File: src/rtl/alu_exec.sv
// ---------------------------------------------------------------------------
// alu_exec -- execute stage feeding the register file write port.
//
// Consumes the two register-file read ports as operands together with a
// decoded ALU opcode and produces a registered result, destination address
// and a one-cycle write strobe. Single-cycle ops finish on the issuing edge;
// MUL runs an iterative shift-add over WIDTH clocks and raises busy while it
// iterates.
//
// Optional feature macro: ALU_FLAGS_EN
//   defined   -> registered Z/C/N flag outputs are present
//   undefined -> flag ports and their logic are absent
//
// Handshake: an op is accepted on a rising CLK edge when start is high and
// busy is low. While busy is high, start is ignored entirely (no queueing).
// write_enable is high for exactly one cycle per completed op.
//
// Ports:
//   CLK          in   rising-edge clock
//   nRST         in   asynchronous active-low reset
//   start        in   issue request
//   ALUOp[3:0]   in   0 ADD 1 SUB 2 AND 3 OR 4 XOR 5 SHL 6 SHR 7 MUL 8 MOVB
//   SrcA, SrcB   in   operands (RD1, RD2)
//   WA_in        in   destination register of the issued op
//   busy         out  high while MUL iterates
//   ALUResult    out  registered result
//   WA           out  registered destination
//   write_enable out  registered one-cycle write strobe
//   Z, C, N      out  flags (ALU_FLAGS_EN only)
// ---------------------------------------------------------------------------
module alu_exec #(
    parameter int WIDTH  = 8,
    parameter int ADDR_W = 4
) (
    input  logic              CLK,
    input  logic              nRST,
    input  logic              start,
    input  logic [3:0]        ALUOp,
    input  logic [WIDTH-1:0]  SrcA,
    input  logic [WIDTH-1:0]  SrcB,
    input  logic [ADDR_W-1:0] WA_in,
    output logic              busy,
    output logic [WIDTH-1:0]  ALUResult,
    output logic [ADDR_W-1:0] WA,
    output logic              write_enable
`ifdef ALU_FLAGS_EN
    ,
    output logic              Z,
    output logic              C,
    output logic              N
`endif
);

    localparam logic [3:0] OP_ADD  = 4'd0;
    localparam logic [3:0] OP_SUB  = 4'd1;
    localparam logic [3:0] OP_AND  = 4'd2;
    localparam logic [3:0] OP_OR   = 4'd3;
    localparam logic [3:0] OP_XOR  = 4'd4;
    localparam logic [3:0] OP_SHL  = 4'd5;
    localparam logic [3:0] OP_SHR  = 4'd6;
    localparam logic [3:0] OP_MUL  = 4'd7;
    localparam logic [3:0] OP_MOVB = 4'd8;

    localparam int                CNT_W    = $clog2(WIDTH + 1);
    localparam logic [CNT_W-1:0]  CNT_LAST = CNT_W'(WIDTH - 1);

    typedef enum logic {
        ST_IDLE = 1'b0,
        ST_MUL  = 1'b1
    } state_t;

    // State and output registers
    state_t              state_q,  state_d;
    logic                busy_q,   busy_d;
    logic [WIDTH-1:0]    result_q, result_d;
    logic [ADDR_W-1:0]   wa_q,     wa_d;
    logic                we_q,     we_d;

    // Multiplier datapath: multiplicand shifts left, multiplier shifts right,
    // so each step only ever inspects bit 0 of the multiplier.
    logic [2*WIDTH-1:0]  mcand_q,  mcand_d;
    logic [WIDTH-1:0]    mplier_q, mplier_d;
    logic [2*WIDTH-1:0]  acc_q,    acc_d;
    logic [CNT_W-1:0]    cnt_q,    cnt_d;
    logic [ADDR_W-1:0]   mwa_q,    mwa_d;
    logic [2*WIDTH-1:0]  acc_step;

    // Single-cycle op decode
    logic [2:0]          shamt;
    logic [WIDTH-1:0]    op_res;
    logic                op_simple;

    assign shamt    = SrcB[2:0];
    assign acc_step = acc_q + (mplier_q[0] ? mcand_q : '0);

    always_comb begin
        op_res    = '0;
        op_simple = 1'b1;
        case (ALUOp)
            OP_ADD:  op_res = SrcA + SrcB;
            OP_SUB:  op_res = SrcA - SrcB;
            OP_AND:  op_res = SrcA & SrcB;
            OP_OR:   op_res = SrcA | SrcB;
            OP_XOR:  op_res = SrcA ^ SrcB;
            OP_SHL:  op_res = SrcA << shamt;
            OP_SHR:  op_res = SrcA >> shamt;
            OP_MOVB: op_res = SrcB;
            default: op_simple = 1'b0;   // MUL and invalid codes
        endcase
    end

`ifdef ALU_FLAGS_EN
    logic                z_q, z_d;
    logic                c_q, c_d;
    logic                n_q, n_d;
    logic                op_c;
    logic [WIDTH:0]      add_ext;
    logic [WIDTH:0]      shl_ext;
    logic [WIDTH:0]      shr_ext;

    assign add_ext = {1'b0, SrcA} + {1'b0, SrcB};
    // One guard bit on the outgoing side captures the last bit shifted out;
    // a zero shift leaves the guard bit at 0.
    assign shl_ext = {1'b0, SrcA} << shamt;
    assign shr_ext = {SrcA, 1'b0} >> shamt;

    always_comb begin
        op_c = 1'b0;
        case (ALUOp)
            OP_ADD:  op_c = add_ext[WIDTH];
            OP_SUB:  op_c = (SrcA < SrcB);
            OP_SHL:  op_c = shl_ext[WIDTH];
            OP_SHR:  op_c = shr_ext[0];
            default: op_c = 1'b0;
        endcase
    end
`endif

    // Next-state / output logic
    always_comb begin
        state_d  = state_q;
        busy_d   = busy_q;
        result_d = result_q;
        wa_d     = wa_q;
        we_d     = 1'b0;
        mcand_d  = mcand_q;
        mplier_d = mplier_q;
        acc_d    = acc_q;
        cnt_d    = cnt_q;
        mwa_d    = mwa_q;
`ifdef ALU_FLAGS_EN
        z_d      = z_q;
        c_d      = c_q;
        n_d      = n_q;
`endif
        case (state_q)
            ST_IDLE: begin
                if (start) begin
                    if (ALUOp == OP_MUL) begin
                        mcand_d  = {{WIDTH{1'b0}}, SrcA};
                        mplier_d = SrcB;
                        acc_d    = '0;
                        cnt_d    = '0;
                        mwa_d    = WA_in;
                        busy_d   = 1'b1;
                        state_d  = ST_MUL;
                    end else if (op_simple) begin
                        result_d = op_res;
                        wa_d     = WA_in;
                        we_d     = 1'b1;
`ifdef ALU_FLAGS_EN
                        z_d      = (op_res == '0);
                        n_d      = op_res[WIDTH-1];
                        c_d      = op_c;
`endif
                    end
                    // Invalid opcodes: no strobe, result and WA hold.
                end
            end
            ST_MUL: begin
                acc_d    = acc_step;
                mcand_d  = mcand_q << 1;
                mplier_d = mplier_q >> 1;
                cnt_d    = cnt_q + CNT_W'(1);
                // The final step's sum is written straight out on the same edge.
                if (cnt_q == CNT_LAST) begin
                    result_d = acc_step[WIDTH-1:0];
                    wa_d     = mwa_q;
                    we_d     = 1'b1;
                    busy_d   = 1'b0;
                    state_d  = ST_IDLE;
`ifdef ALU_FLAGS_EN
                    z_d      = (acc_step[WIDTH-1:0] == '0);
                    n_d      = acc_step[WIDTH-1];
                    c_d      = |acc_step[2*WIDTH-1:WIDTH];
`endif
                end
            end
            default: state_d = ST_IDLE;
        endcase
    end

    always_ff @(posedge CLK or negedge nRST) begin
        if (!nRST) begin
            state_q  <= ST_IDLE;
            busy_q   <= 1'b0;
            result_q <= '0;
            wa_q     <= '0;
            we_q     <= 1'b0;
            mcand_q  <= '0;
            mplier_q <= '0;
            acc_q    <= '0;
            cnt_q    <= '0;
            mwa_q    <= '0;
        end else begin
            state_q  <= state_d;
            busy_q   <= busy_d;
            result_q <= result_d;
            wa_q     <= wa_d;
            we_q     <= we_d;
            mcand_q  <= mcand_d;
            mplier_q <= mplier_d;
            acc_q    <= acc_d;
            cnt_q    <= cnt_d;
            mwa_q    <= mwa_d;
        end
    end

`ifdef ALU_FLAGS_EN
    always_ff @(posedge CLK or negedge nRST) begin
        if (!nRST) begin
            z_q <= 1'b0;
            c_q <= 1'b0;
            n_q <= 1'b0;
        end else begin
            z_q <= z_d;
            c_q <= c_d;
            n_q <= n_d;
        end
    end

    assign Z = z_q;
    assign C = c_q;
    assign N = n_q;
`endif

    assign busy         = busy_q;
    assign ALUResult    = result_q;
    assign WA           = wa_q;
    assign write_enable = we_q;

endmodule

File: config.mk
export PLATFORM = sky130hd
export DESIGN_NAME = alu_exec
export DESIGN_NICKNAME = d
export VERILOG_FILES = /design/src/rtl/alu_exec.sv
export SDC_FILE = /design/constraint.sdc
export NUM_CORES = 1
export LEC_CHECK = 0
export BUFFER_PORTS_ARGS = -buffer_cell sky130_fd_sc_hd__buf_2
export CAP_MARGIN = 5
export CORE_MARGIN = 2
export CORE_UTILIZATION = 30
export CTS_BUF_LIST = sky130_fd_sc_hd__clkbuf_4
export DETAILED_ROUTE_END_ITERATION = 8
export MAX_ROUTING_LAYER = met4
export PLACE_DENSITY = 0.44
export SYNTH_ARGS = -nofsm -noshare
export SYNTH_HDL_FRONTEND = slang
export SYNTH_SLANG_ARGS = --single-unit
export TNS_END_PERCENT = 20
File: constraint.sdc
create_clock -name CLK -period 4.4 [get_ports CLK]
set_input_delay 0.88 -clock CLK [delete_from_list [all_inputs] [get_ports CLK]]
set_output_delay 0.88 -clock CLK [all_outputs]
set_load 0.1 [all_outputs]
==> results.json, run 1 <==
{
  "areaGrowthSynthToFinish_pct": 11.1,
  "p_leak_nw": 2.06,
  "hold_path_class": "flop to flop",
  "netlist_instances": 459,
  "cts_tree": "built",
  "seqCellArea_um2": 1180,
  "cts-buffers-inserted": 5,
  "max_freq_mhz": 308,
  "grt_pass1_vias": 3393,
  "first_pass_iters": 5,
  "syn_avg_cell_area_um2": 8.74,
  "ir_drop_mv": 0.170,
  "finalSetupViolations": 0,
  "htreeDepth": 2,
  "antenna_found_initial": 0,
  "syn_area_um2": 4010,
  "maxCapViolCount": 0,
  "hold_buffers": 0,
  "synth.area.top_cells": "dfrtp_1 (29%), ha_1 (10%), nand2_1 (4.9%), a21oi_1 (4.4%), nor2_1 (3.7%)",
  "synth-seq-area-share_pct": 29.3,
  "yosysTopAreaCell": "dfrtp_1",
  "die_x_um": 120,
  "dominantRegCellSynth": "dfrtp_1",
  "cts_root_buf": "clkbuf_4",
  "dp_worst_setup_slack_ps": 759,
  "regToRegSetupSlack_ps": 2110,
  "skew_ps": 6.62,
  "clk_latency_ps": 380,
  "grt_max_degree": 38,
  "fillCellCount": 1440,
  "drv_slew": 0,
  "clkTransAtPathRegs_ps": 150,
  "finalHoldViolCount": 0,
  "num_antenna_cells": 0,
  "synthTopCellsByCount": "nand2_1 (52), dfrtp_1 (47), nor2_1 (40)",
  "routedWlPerCell_um": 17.7,
  "rsz0062_at_grt": "false",
  "post-route-period-util_pct": 73.9,
  "die_height_um": 120,
  "grt_usage_pct": 17.3,
  "io_pins": 41,
  "synth_enable_flop_cells": 0,
  "dp_hpwl_um": 9020,
  "yosysWarnings": 0,
  "nets": 551,
  "synth_cell_type_count": 67,
  "setup_ws_ps": 1150,
  "critPathLaunchType": "primary input",
  "slew_headroom_pct": 49.1,
  "routed_wl_um": 11800,
  "power.total_mw": 2.13,
  "multiInputGateArea_um2": 2630,
  "gp_congestion": 0.921,
  "crit_arrival_ps": 3500,
  "detailroute.via_count": 3519,
  "ys_ff_latch": 47,
  "initial_core_util_pct": 30.5,
  "timing.final.crit_period_ps": 3250,
  "worst-path-max-fanout": 16,
  "synth_most_common_cell": "nand2_1",
  "cts_setup_buffers": 0,
  "overflow": 0,
  "synth_nets": 521,
  "grt_pass1_wl_um": 19000,
  "critPathCaptureType": "flop",
  "fin_util_pct": 33.9,
  "yosysTopAreaCellShare_pct": 29.3,
  "drc": 0,
  "avgViaCountPerCell": 5.28,
  "ant_nets": 0,
  "core_area_um2": 13100,
  "drive_gt1_share_pct": 16.9,
  "synth_async_sr_flop_share_pct": 100,
  "ctsResizeCount": 0,
  "drt_iter0_drc": 245,
  "fin_setup_tns_ps": 0,
  "worst_slew_pin_slew_ps": 757,
  "num_rows": 42,
  "port_buffers": 40,
  "power_density_nw_per_um2": 478,
  "clock_sinks": 47,
  "clock_path_buffers": 2,
  "dieArea_um2": 14300,
  "cp_data_required_time_ps": 4650,
  "status": "completed",
  "crit_type": "primary input to flop"
}
power breakdown:
group / total, mW / leakage [nW] / internal (mW) / switching [mW]
registers: 0.727 / 0.612 / 0.594 / 0.134
clock network: 0.272 / 0.0432 / 0.120 / 0.152
logic: 1.13 / 1.40 / 0.318 / 0.812
registers in the layout (all words and copies together), names as in the netlist:
signal	cells
acc_q	8
write_enable	1
state_q	1
ALUResult	8
mwa_q	4
mcand_q	8
cnt_q	4
mplier_q	8
busy	1
WA	4
critical path, cell delays in order:
cell	delay [ps]
buf_2	210
nor4b_4	530
mux2_2	420
inv_1	60
ha_1	210
nor2b_1	140
o2111ai_1	230
nand3b_1	120
xor2_1	180
a2111oi_4	380
o221ai_2	130
through the flow:
step,instances,hold slack (ps),cell area [um^2]
3_5_place_dp,658,469,4370
3_3_place_gp,658,467,4370
2_1_floorplan,459,452,4010
5_1_grt,666,529,4450
4_1_cts,666,500,4450
6_report,666,497,4450
final cells by class:
type	instances	share of cell area (%)
multi-input combinational	363	59.0
sequential	47	26.4
timing repair buffer	48	5.84
tap	176	4.94
inverter	24	2.02
clock inverter	3	0.955
clock buffer	5	0.843
final timing paths:
| kind | startpoint | to | depth (start not counted) |
|---|---|---|---|
| max | ALUOp[1] | ALUResult[5] | 11 |
| min | WA[3] | WA[3] | 2 |
| max reg2reg | mplier_q[0] | ALUResult[6] | 9 |
| min reg2reg | WA[3] | WA[3] | 2 |
| max in group asynchronous | nRST | state_q | 2 |
| min in group asynchronous | nRST | ALUResult[4] | 1 |
placed cells by master (no fill, tap or decap), drive strengths merged, types with 3 or more instances in the layout:
master	instances
or2	3
o21a	3
nor2	42
nor3	10
clkbuf	5
a211oi	7
dfrtp	47
xor2	5
a32oi	4
a211o	3
nor2b	9
and3	3
o211ai	4
xnor2	12
a21o	5
inv	24
o21ai	36
mux2i	12
mux2	7
ha	33
o221ai	4
mux4	7
and2	7
a22o	6
nand3	9
a22oi	6
a21oi	35
nand2	52
buf	48
a31oi	6
routing by layer:
metal	global-route usage, %	wire [um]
met1	24.9	6060
met2	25.5	5120
met3	2.52	405
met4	4.78	218
met5	-	0
logic make-up after synthesis:
logic type | count (synthesis) | share of synthesized area, %
XOR/XNOR | 17 | 3.71
adder cells (fa/ha/maj) | 35 | 11.3
AO/OA/AOI/OAI | 133 | 22.2
multiplexers | 26 | 9.17
buffers and inverters | 49 | 5.18
flip-flops | 47 | 29.3
AND/OR/NAND/NOR | 152 | 19.1
(Power assumes the default switching activity.)
==> inputs of run 2 (changes only) <==
--- a/config.mk
+++ b/config.mk
@@ -5,6 +5,7 @@
 export SDC_FILE = /design/constraint.sdc
 export NUM_CORES = 1
 export LEC_CHECK = 0
+export ABC_AREA = 1
 export BUFFER_PORTS_ARGS = -buffer_cell sky130_fd_sc_hd__buf_2
 export CAP_MARGIN = 5
 export CORE_MARGIN = 2
==> constraint.sdc (replaced) <==
create_clock -name CLK -period 3.1 [get_ports CLK]
set_input_delay 0.62 -clock CLK [delete_from_list [all_inputs] [get_ports CLK]]
set_output_delay 0.62 -clock CLK [all_outputs]
set_load 0.1 [all_outputs]
==> run 2 against run 1 <==
  * Die area decreased by 3.4%
  * Via count grew 6.0%
  * Clock skew rose by 18 ps
  * Register-to-register slack lost 1200 ps
  * Largest power group unchanged
  * Combinational power up 110%
  * Synthesized cell count up 22%
  * Global-route usage increased by 0.15 points
  * Sequential share of layout area increased by 0.88 points
==> results.json, run 2 <==
{
  "clock_path_buffers": 2,
  "timing.final.crit_period_ps": 2570,
  "worst_path_max_delay_cell": "ha_1",
  "ctsResizeCount": 0,
  "crit_family": "simple AND/OR/NAND/NOR gates",
  "detailroute.via_count": 3731,
  "dominantRegCellSynth": "dfrtp_1",
  "nets": 661,
  "layout_common_cells": "nand2_1 (148), nor2_1 (65), inv_1 (64)",
  "fin_setup_tns_ps": 0,
  "clock_sinks": 47,
  "ys_ff_latch": 47,
  "avgViaCountPerCell": 4.83,
  "synth.area.top_cells": "dfrtp_1 (30%), nand2_1 (14%), ha_1 (11%), nor2_1 (6.3%), inv_1 (6.2%)",
  "cts_root_buf": "clkbuf_4",
  "clkTransAtPathRegs_ps": 150,
  "drc": 0,
  "power_density_nw_per_um2": 859,
  "finalHoldViolCount": 0,
  "ir_drop_mv": 0.247,
  "critPathMostFrequentCell": "nand2_1",
  "power.total_mw": 3.70,
  "synth_enable_flop_cells": 0,
  "synthTopCellsByCount": "nand2_1 (148), nor2_1 (65), inv_1 (64)",
  "hold_buffers": 0,
  "yosysTopAreaCellShare_pct": 30.4,
  "maxCapViolCount": 0,
  "antenna_found_initial": 1,
  "worst_slew_pin_slew_ps": 1060,
  "grt_pass1_vias": 3623,
  "grt_max_degree": 48,
  "rsz0062_at_grt": "false",
  "synth_cell_type_count": 42,
  "post-route-period-util_pct": 82.9,
  "core_area_um2": 12600,
  "cts_setup_buffers": 0,
  "syn_area_um2": 3870,
  "slew_headroom_pct": 29.2,
  "critPathCaptureType": "flop",
  "worst-path-max-fanout": 4,
  "htreeDepth": 2,
  "overflow": 0,
  "netlist_instances": 559,
  "port_buffers": 40,
  "grt_pass1_wl_um": 18800,
  "yosysWarnings": 0,
  "cp_data_required_time_ps": 3390,
  "grt_usage_pct": 17.5,
  "setup_ws_ps": 531,
  "cts-buffers-inserted": 5,
  "gp_congestion": 0.870,
  "first_pass_iters": 5,
  "max_freq_mhz": 389,
  "synth_async_sr_flop_share_pct": 100,
  "dp_worst_setup_slack_ps": 146,
  "synth-seq-area-share_pct": 30.4,
  "cts_tree": "built",
  "drt_iter0_drc": 243,
  "die_x_um": 118,
  "drive_gt1_share_pct": 12.2,
  "dieArea_um2": 13800,
  "synth_nets": 621,
  "finalSetupViolations": 0,
  "io_pins": 41,
  "final_common_cell": "nand2_1",
  "crit_chain": "buf_2 -> inv_1 -> ha_1 -> inv_1 -> nor3_1 -> inv_1 -> o31ai_1 -> xor2_1 -> inv_1 -> ha_1 -> nand2_1 -> inv_1 -> nand2_1 -> nand2_1 -> a21oi_1 -> nand3_1 -> nand3_1 -> nand2_1 -> nand2_1 -> nand2_1 -> nand2_1 -> nand2_1",
  "routedWlPerCell_um": 15.1,
  "skew_ps": 24.9,
  "crit_arrival_ps": 2860,
  "initial_core_util_pct": 30.7,
  "hold_path_class": "primary input to asynchronous set/reset pin",
  "drv_slew": 0,
  "ant_nets": 0,
  "clk_latency_ps": 390,
  "die_height_um": 118,
  "status": "completed",
  "crit_type": "primary input to flop",
  "critPathLaunchType": "primary input",
  "synth_most_common_cell": "nand2_1",
  "syn_avg_cell_area_um2": 6.92,
  "cp_slowest_stage_delay_ps": 320,
  "routed_wl_um": 11700,
  "yosysTopAreaCell": "dfrtp_1",
  "critPathBufInv": 6,
  "dp_hpwl_um": 8910,
  "areaGrowthSynthToFinish_pct": 11.3,
  "num_rows": 41,
  "holdWs_ps": 405,
  "p_leak_nw": 2.26
}
==> run 2: cell types whose count changed after synthesis, sizes merged, moves of 6 or more <==
cell	delta
mux2	-7
and2	-7
mux2i	-12
nand2	+99
nor2b	-9
nor2	+26
a211oi	-7
inv	+47
o22ai	+11
clkbuf	-6
nand4	+6
nand3	+20
xnor2	-11
mux4	-7
==> run 2: cells by family (layout without fill, tap and decap cells) <==
group	Yosys count	after routing	synth area share, %
XOR/XNOR	7	7	1.58
AO/OA/AOI/OAI	115	115	17.5
buffers and inverters	86	126	9.38
adder cells (fa/ha/maj)	35	35	11.7
other	0	1	0
AND/OR/NAND/NOR	269	269	29.4
flip-flops	47	47	30.4
==> run 2: metal layers <==
| layer | part of all wire [%] | GRT usage [%] |
|---|---|---|
| met3 | 3.2 | 1.74 |
| met4 | 1.2 | 4.74 |
| met2 | 49 | 29.7 |
| met5 | 0 | - |
| met1 | 47 | 22.3 |
==> run 2: layout make-up <==
class | instances | area (um^2)
diodes | 1 | 2.50
clock buffers | 5 | 37.5
clock inverters | 2 | 12.5
fillers | 1408 | 8310
inverters | 70 | 265
multi-input cells | 426 | 2330
flip-flops and latches | 47 | 1180
well taps | 172 | 215
repair buffers | 49 | 268
==> run 2: metrics by stage <==
step / util [%] / cells / area (um^2)
2_1_floorplan: - / 559 / 3870
3_3_place_gp: 33.7 / 764 / 4250
3_5_place_dp: 33.7 / 764 / 4250
4_1_cts: 34.1 / 771 / 4300
5_1_grt: 34.1 / 772 / 4310
6_report: 34.1 / 772 / 4310
==> run 2: final timing paths <==
kind                             start      endpoint  slack [ps]  depth (start not counted)
min                               nRST  ALUResult[5]         410                          1
max                            SrcB[0]  ALUResult[7]         530                         22
max reg2reg                mplier_q[0]  ALUResult[4]         930                         10
max in group asynchronous         nRST    mcand_q[1]        2040                          1
min reg2reg                   acc_q[4]      acc_q[4]         500                          1
min in group CLK              WA_in[2]         WA[2]         480                          3
==> run 2: power breakdown <==
| group | internal (mW) | switching [mW] | total [mW] |
|---|---|---|---|
| clock | 0.0850 | 0.211 | 0.296 |
| sequential | 0.899 | 0.185 | 1.08 |
| combinational | 0.639 | 1.68 | 2.32 |
==> run 2: worst register-to-register path, stage by stage, from the launching register on <==
cell     delay [ps]
dfrtp_1         510
nand2_1         100
inv_1            40
ha_1            210
fa_1            420
nand2_1         110
a21oi_1          80
o21a_1          170
nor3_1          230
nor2_1           80
a21oi_1         160
